File: config.mk
export PLATFORM = sky130hd
export DESIGN_NAME = stair_count_seg7
export DESIGN_NICKNAME = d
export VERILOG_FILES = /design/src/rtl/stair_count_seg7.sv
export SDC_FILE = /design/constraint.sdc
export NUM_CORES = 1
export LEC_CHECK = 0
export BUFFER_PORTS_ARGS = -buffer_cell sky130_fd_sc_hd__buf_2
export CORE_ASPECT_RATIO = 0.8
export CORE_MARGIN = 10
export CORE_UTILIZATION = 30
export CTS_CLUSTER_SIZE = 14
export DETAILED_ROUTE_END_ITERATION = 16
export PLACE_DENSITY = 0.49
export RECOVER_POWER = 25
export SLEW_MARGIN = 10
export SYNTH_ARGS = -nofsm -noshare
export SYNTH_HDL_FRONTEND = slang
export SYNTH_SLANG_ARGS = --single-unit
File: constraint.sdc
create_clock -name clk -period 3 [get_ports clk]
set_input_delay 0.3 -clock clk [delete_from_list [all_inputs] [get_ports clk]]
set_output_delay 0.3 -clock clk [all_outputs]
set_load 0.05 [all_outputs]
File: src/rtl/stair_count_seg7.sv
// Staircase counter on one active-low 7-segment digit.
// Each run counts 0..limit (ascending) or limit..0 (descending); after every
// run the limit advances 1..LIMIT_MAX and wraps. Steps are paced by a
// prescaler-derived clock enable whose rate is chosen by sw.
module stair_count_seg7 #(
  parameter int DIV_W     = 26,
  parameter int LIMIT_MAX = 9
) (
  input  logic       clk,
  input  logic       rst,
  input  logic [1:0] sw,
  input  logic       dir,
  input  logic       pause,
  output logic [6:0] seg0,
  output logic [3:0] count,
  output logic [3:0] limit,
  output logic       tick,
  output logic       run_done
);

  localparam logic [3:0] LIM_MAX_4 = 4'(LIMIT_MAX);

  // Prescaler masks: a tick fires when the low k bits of the divider are all ones.
  logic [DIV_W-1:0] mask_slow;
  logic [DIV_W-1:0] mask_mid;
  logic [DIV_W-1:0] mask_fast;

  genvar gi;
  generate
    for (gi = 0; gi < DIV_W; gi++) begin : g_mask
      assign mask_slow[gi] = 1'b1;
      assign mask_mid[gi]  = (gi < DIV_W - 1);
      assign mask_fast[gi] = (gi < DIV_W - 2);
    end
  endgenerate

  logic [DIV_W-1:0] div_reg;
  logic [DIV_W-1:0] tick_mask;
  logic             raw_tick;
  logic             tick_reg;
  logic             step;

  logic [3:0] count_reg, count_next;
  logic [3:0] limit_reg, limit_next;
  logic       run_dir_reg, run_dir_next;
  logic       run_done_reg, run_done_next;
  logic [6:0] seg_reg;
  logic [3:0] limit_wrap;

  // Active-low {g,f,e,d,c,b,a} hex decode.
  function automatic logic [6:0] seg_decode(input logic [3:0] v);
    logic [6:0] s;
    case (v)
      4'h0: s = 7'b1000000;
      4'h1: s = 7'b1111001;
      4'h2: s = 7'b0100100;
      4'h3: s = 7'b0110000;
      4'h4: s = 7'b0011001;
      4'h5: s = 7'b0010010;
      4'h6: s = 7'b0000010;
      4'h7: s = 7'b1111000;
      4'h8: s = 7'b0000000;
      4'h9: s = 7'b0010000;
      4'hA: s = 7'b0001000;
      4'hB: s = 7'b0000011;
      4'hC: s = 7'b1000110;
      4'hD: s = 7'b0100001;
      4'hE: s = 7'b0000110;
      default: s = 7'b0001110;
    endcase
    return s;
  endfunction

  // Select the tick period from sw; the mask is applied to the live divider,
  // so a speed change simply waits for the next matching divider value.
  always_comb begin
    case (sw)
      2'b00:   tick_mask = mask_slow;
      2'b10:   tick_mask = mask_mid;
      default: tick_mask = mask_fast;
    endcase
    raw_tick = ((div_reg & tick_mask) == tick_mask);
  end

  // Free-running divider and registered tick enable (keeps running under pause).
  always_ff @(posedge clk) begin
    if (rst) begin
      div_reg  <= '0;
      tick_reg <= 1'b0;
    end else begin
      div_reg  <= div_reg + 1'b1;
      tick_reg <= raw_tick;
    end
  end

  assign step       = tick_reg & ~pause;
  assign limit_wrap = (limit_reg == LIM_MAX_4) ? 4'd1 : limit_reg + 4'd1;

  // Next-state of the staircase: step within the run, or close it and start the next.
  always_comb begin
    count_next    = count_reg;
    limit_next    = limit_reg;
    run_dir_next  = run_dir_reg;
    run_done_next = 1'b0;
    if (step) begin
      if (!run_dir_reg && (count_reg != limit_reg)) begin
        count_next = count_reg + 4'd1;
      end else if (run_dir_reg && (count_reg != 4'd0)) begin
        count_next = count_reg - 4'd1;
      end else begin
        limit_next    = limit_wrap;
        run_dir_next  = dir;
        count_next    = dir ? limit_wrap : 4'd0;
        run_done_next = 1'b1;
      end
    end
  end

  // Run state and display; the digit is decoded from count_next so it tracks count.
  always_ff @(posedge clk) begin
    if (rst) begin
      count_reg    <= 4'd0;
      limit_reg    <= 4'd1;
      run_dir_reg  <= 1'b0;
      run_done_reg <= 1'b0;
      seg_reg      <= 7'b1000000;
    end else begin
      count_reg    <= count_next;
      limit_reg    <= limit_next;
      run_dir_reg  <= run_dir_next;
      run_done_reg <= run_done_next;
      seg_reg      <= seg_decode(count_next);
    end
  end

  assign seg0     = seg_reg;
  assign count    = count_reg;
  assign limit    = limit_reg;
  assign tick     = tick_reg;
  assign run_done = run_done_reg;

endmodule

Yosys cells after proc, flatten, opt, wreduce, memory -nomap -nowiden

Memory sizes are Yosys's and may differ from the RTL's. A register that Yosys moved wholly into a read port is not among the register bits.
Cells that the tools add are included.
Widths: inputs -> output; s select.

Reduce and logical (&&, ||, !) cells: 7
Muxes and demuxes: 7
Add/subtract/negate cells: 4
Bitwise logic cells: 6
Equality and inequality tests: 4

Operator list:

| kind                  | count |
|---|---|
| $pmux 26 s2           | 1 |
| $add 26x1->26 const B | 1 |
| $and 26x26->26        | 1 |
| $eq 26x26->1          | 1 |
| $mux 4                | 5 |
| $add 4x1->4 const B   | 2 |
| $eq 4x4->1 const B    | 1 |
| $ne 4x4->1            | 1 |
| $not 1->1             | 4 |
| $reduce_bool 4->1     | 1 |
| $sub 4x1->4 const B   | 1 |
| $reduce_and 3->1      | 1 |
| $reduce_or 3->1       | 1 |
| $eq 2x2->1 const B    | 1 |
| $logic_and 1x1->1     | 2 |
| $logic_not 2->1       | 1 |
| $and 1x1->1           | 1 |
| $logic_not 1->1       | 1 |
| $mux 1                | 1 |

Memories kept: 1
Register bits after elaboration: 37
Word-level logic and storage cells: 35
Bits in read-only memories: 112
Input bits: 6
Output and inout bits: 17

Memories:

| name             | depth | bits a word | read ports | clocked after Yosys merged registers in | write ports | RTL line | text |
|---|---|---|---|---|---|---|---|
| (name not given) | 16    | 7           | 1          | 1                                       | 0           | 53       | `case (v)` |

Logic depth before layout (Yosys ltp)

Depth in word-level cells: 6
Gate-level depth with buffers: 12
Mapped depth without buffers: 12

Worst setup path before layout

OpenSTA, ideal clock, no wires.

Path type: flip-flop to flip-flop
From: register count_reg[0], in the netlist count[0]
To: register seg_reg[3], in the netlist seg0[3]
Library setup time: 136 ps
Buffers on the path: 0
Arrival time: 2,620 ps
Cell stages (with the launch flop): 13
Required time: 2,864 ps
Setup slack: 244 ps
Period minus slack after synthesis: 2,756 ps
Cell sequence: dfxtp_1 inv_1 ha_1 or3b_4 nand2_1 a31oi_1 a31oi_1 inv_1 ha_1 inv_1 nor2_1 nor3_1 a211oi_1

Cells in the longest elaborated chain, start to end: 5
Elaborated cells between the ends (all ways): 9
Classes of those cells: add/sub: 2; eq/ne: 1; mux: 3; reduce/logical: 3

RTL lines:

| what                                                                | RTL line | text |
|---|---|---|
| start: declaration                                                  | 43       | `logic [3:0] count_reg, count_next;` |
| start signal: assignment                                            | 128      | `count_reg <= count_next;` |
| parallel branches: the longest is 4 deep, another holds $sub 4x1->4 | n/a      |  |
| $mux 4 (*)                                                          | 105      | `if (step) begin` |
| net count_next[0]                                                   | 43       |  |
| end: declaration                                                    | 47       | `logic [6:0] seg_reg;` |

Mark *: on every way through the listed nets, which the timed path passes.
A chain may end at the register's enable or synchronous reset.

Worst setup path after layout

From: register count_reg[0], in the netlist count[0]
To: register seg_reg[5], in the netlist seg0[5]

Cells in the longest elaborated chain, start to end: 5
Elaborated cells between the ends (all ways): 9
Classes of those cells: add/sub: 2; eq/ne: 1; mux: 3; reduce/logical: 3

RTL lines:

| what                                                                | RTL line |
|---|---|
| parallel branches: the longest is 4 deep, another holds $sub 4x1->4 | n/a |
| $mux 4 (*)                                                          | 105 |

Mark *: on every way between the ends.

==> flow_summary.ini <==
[worst_hold_path]
worstHoldPathCells = 3
min_path_type = in -> reg
hp-start = sw[0]
min_to = tick

[route]
wl_per_cell_um = 12.6
drt_wl_total_um = 5030
drtIter0Drc = 62
postRouteAntennaNets = 0
remaining_drc_errors = 0
vias = 1871
dr.pass1.iters = 4
avgViaCountPerCell = 4.70

[timing]
worst_pin_slew_ns = 1.73
finalHoldViolations = 0
drv_slew = 41
fin_ws_ns = 0.266
setup_viol = 0
period_share_pct = 91.1
rsz0062_at_grt = no
clock.fmax_mhz = 366
setup-tns-final_ns = 0
whs_ns = 0.279
slew_headroom_pct = -15.6
skew_ns = 0.00474
period_needed_ns = 2.73

[clock_tree]
htreeDepth = 2
clock-sinks = 44
cts_root_buf = clkbuf_8
clkSlewWorstSetupHoldPaths_ns = 0.08
insertion_delay_ns = 0.30
numCtsBuffers = 5
cts_tree = done
post-cts-setup-buffers = 0
clockBufferDepth = 2
ctsHoldBuffers = 0

[yosys]
yosys_most_used_dff = dfxtp_1
synth_top_area_share_pct = 38.3
synth_area_leaders = dfxtp_1, nor2_1, ha_1
ys_seq_area_share_pct = 38.3
post_synth_num_cell_types = 46
synth_edf_count = 0
synthCells = 266
yosys.area.top_type = dfxtp_1
yosysWarnings = 0
netlist_area_sq_um = 2300
synth-async-reset-ratio_pct = 0
synth-seq-cells = 44
synth_nets = 283
syn_avg_cell_area_sq_um = 8.65

[pwr]
p_clk_share_pct = 42.5
sw_frac_of_total_pct = 21.2
p_comb_share_pct = 2.3
p_switching_mw = 0.226
power_leakage_nw = 1.05
p_int_mw = 0.842
seq_power_share_pct = 55.2
max-vdd-ir-drop_mv = 0.215
power_density_nw_per_um2 = 405

[floorplanning]
die-area_sq_um = 11600
die_w_um = 118
start_util_pct = 31.0
io_pins = 23
rows = 28
core_area_sq_um = 7430
die_h_um = 98.4

[finish]
largest_reg_flops = 26
area_growth_pct = 14.6
drive_gt1_share_pct = 12.3
n_antenna_cell = 0
fill_cells = 819
layout_common_cells = dfxtp_1, nor2_1, nand2_1
finalNetCount = 309
post-route-util_pct = 35.5
layout_commonest_cell = dfxtp_1

[setup_path]
rrSetupSlack_ns = 0.27
required_ns = 3.20
cp_max_fo = 12
r2r_start = count[0]
reg2reg_depth = 10
crit_type = reg -> reg
startpoint_type = flip-flop
end_kind = flip-flop
arrival_ns = 2.93
reg2reg_to = seg0[5]

[grt]
gr-total-overflow = 0
grt_first_pass_wirelength_um = 8820
first_global_vias = 1845
grt_max_degree = 41
track_usage_pct = 9.10
grt_antenna_before_repair = 0

[placement]
place_congestion = 0.841
port_buffers = 22
dp_hpwl_um = 3640
dp_slack_ns = 0.295

[outcome]
violations = capacitance limit, slew limit
status = finished, violations left

[run]
max_cap_violations = 1
==> cell type report <==
cell class	instances	area [sq um]	area share, %
Clock buffer	5	68.8	2.61
Tap cell	105	131	4.98
Inverter	13	48.8	1.85
Multi-Input combinational cell	200	1330	50.3
Sequential cell	44	881	33.4
Timing Repair Buffer	28	139	5.26
Clock inverter	3	42.5	1.61
==> synthesized netlist by cell type (2+ instances only) <==
library cell,instances
a211oi_1,2
a21oi_1,10
a31oi_1,3
and2_1,2
and3_1,8
buf_6,2
clkbuf_1,5
dfxtp_1,44
ha_1,11
inv_1,13
mux2i_1,6
nand2_1,17
nand2b_1,2
nand3_1,12
nand4_1,6
nor2_1,37
nor2b_1,7
nor3_1,8
nor3b_1,2
o21a_1,5
o21ai_0,13
or3_1,5
xnor2_1,11
xor2_1,13
==> what timing repair did <==
action,CTS,global route
endpoints found under the hold margin,0,0
resized for setup,0,2
endpoints found under the setup margin,0,3
==> metrics by stage <==
stage / power (mW) / std cells / instance area [sq um]
2_1_floorplan: 0.619 / 266 / 2300
3_3_place_gp: 0.629 / 390 / 2530
3_5_place_dp: 0.629 / 390 / 2530
4_1_cts: 1.10 / 398 / 2650
5_1_grt: 1.12 / 398 / 2640
6_report: 1.07 / 398 / 2640
==> critical path, cell delays in order, from the launching register on <==
cell	delay (ns)
dfxtp_1	0.39
inv_1	0.10
ha_1	0.22
or3b_4	0.43
a21boi_4	0.23
a221oi_2	0.10
o311ai_4	0.54
buf_4	0.23
nand2_1	0.07
o21a_1	0.11
o32ai_1	0.22
==> kinds of logic (layout without fill, tap and decap cells) <==
kind of cell    count (synthesis)  after routing  share of synthesized area (%)
simple gates                  112            112                           24.2
mux                             7              7                           3.10
compound gates                 45             45                           14.2
buf+inv                        22             49                           4.46
xor+xnor                       25             25                           9.84
flops                          44             44                           38.3
fa+ha+maj                      11             11                           5.98
==> worst max path at each step <==
stage / startpoint / endpoint / cells past startpoint
CTS: count[0] / seg0[5] / 12
global route: count[0] / seg0[5] / 12
detailed placement: count[0] / seg0[5] / 12
global placement: count[0] / seg0[5] / 10
finish: count[0] / seg0[5] / 10
floorplan: count[0] / seg0[3] / 12
==> metal layers <==
layer,track usage (%),wire length [um]
met5,0,0
met4,4.46,85
met3,2.53,203
met2,14.1,2180
met1,11.4,2560
==> power groups by stage <==
stage	combinational [mW]	clock [mW]	sequential, mW
after detailed placement	0.0256	0	0.604
after floorplan	0.0158	0	0.603
after global placement	0.0256	0	0.604
after CTS	0.0259	0.481	0.590
final	0.0243	0.454	0.590
after global routing	0.0285	0.502	0.591
Note: power is estimated with default switching activity, not from simulation.
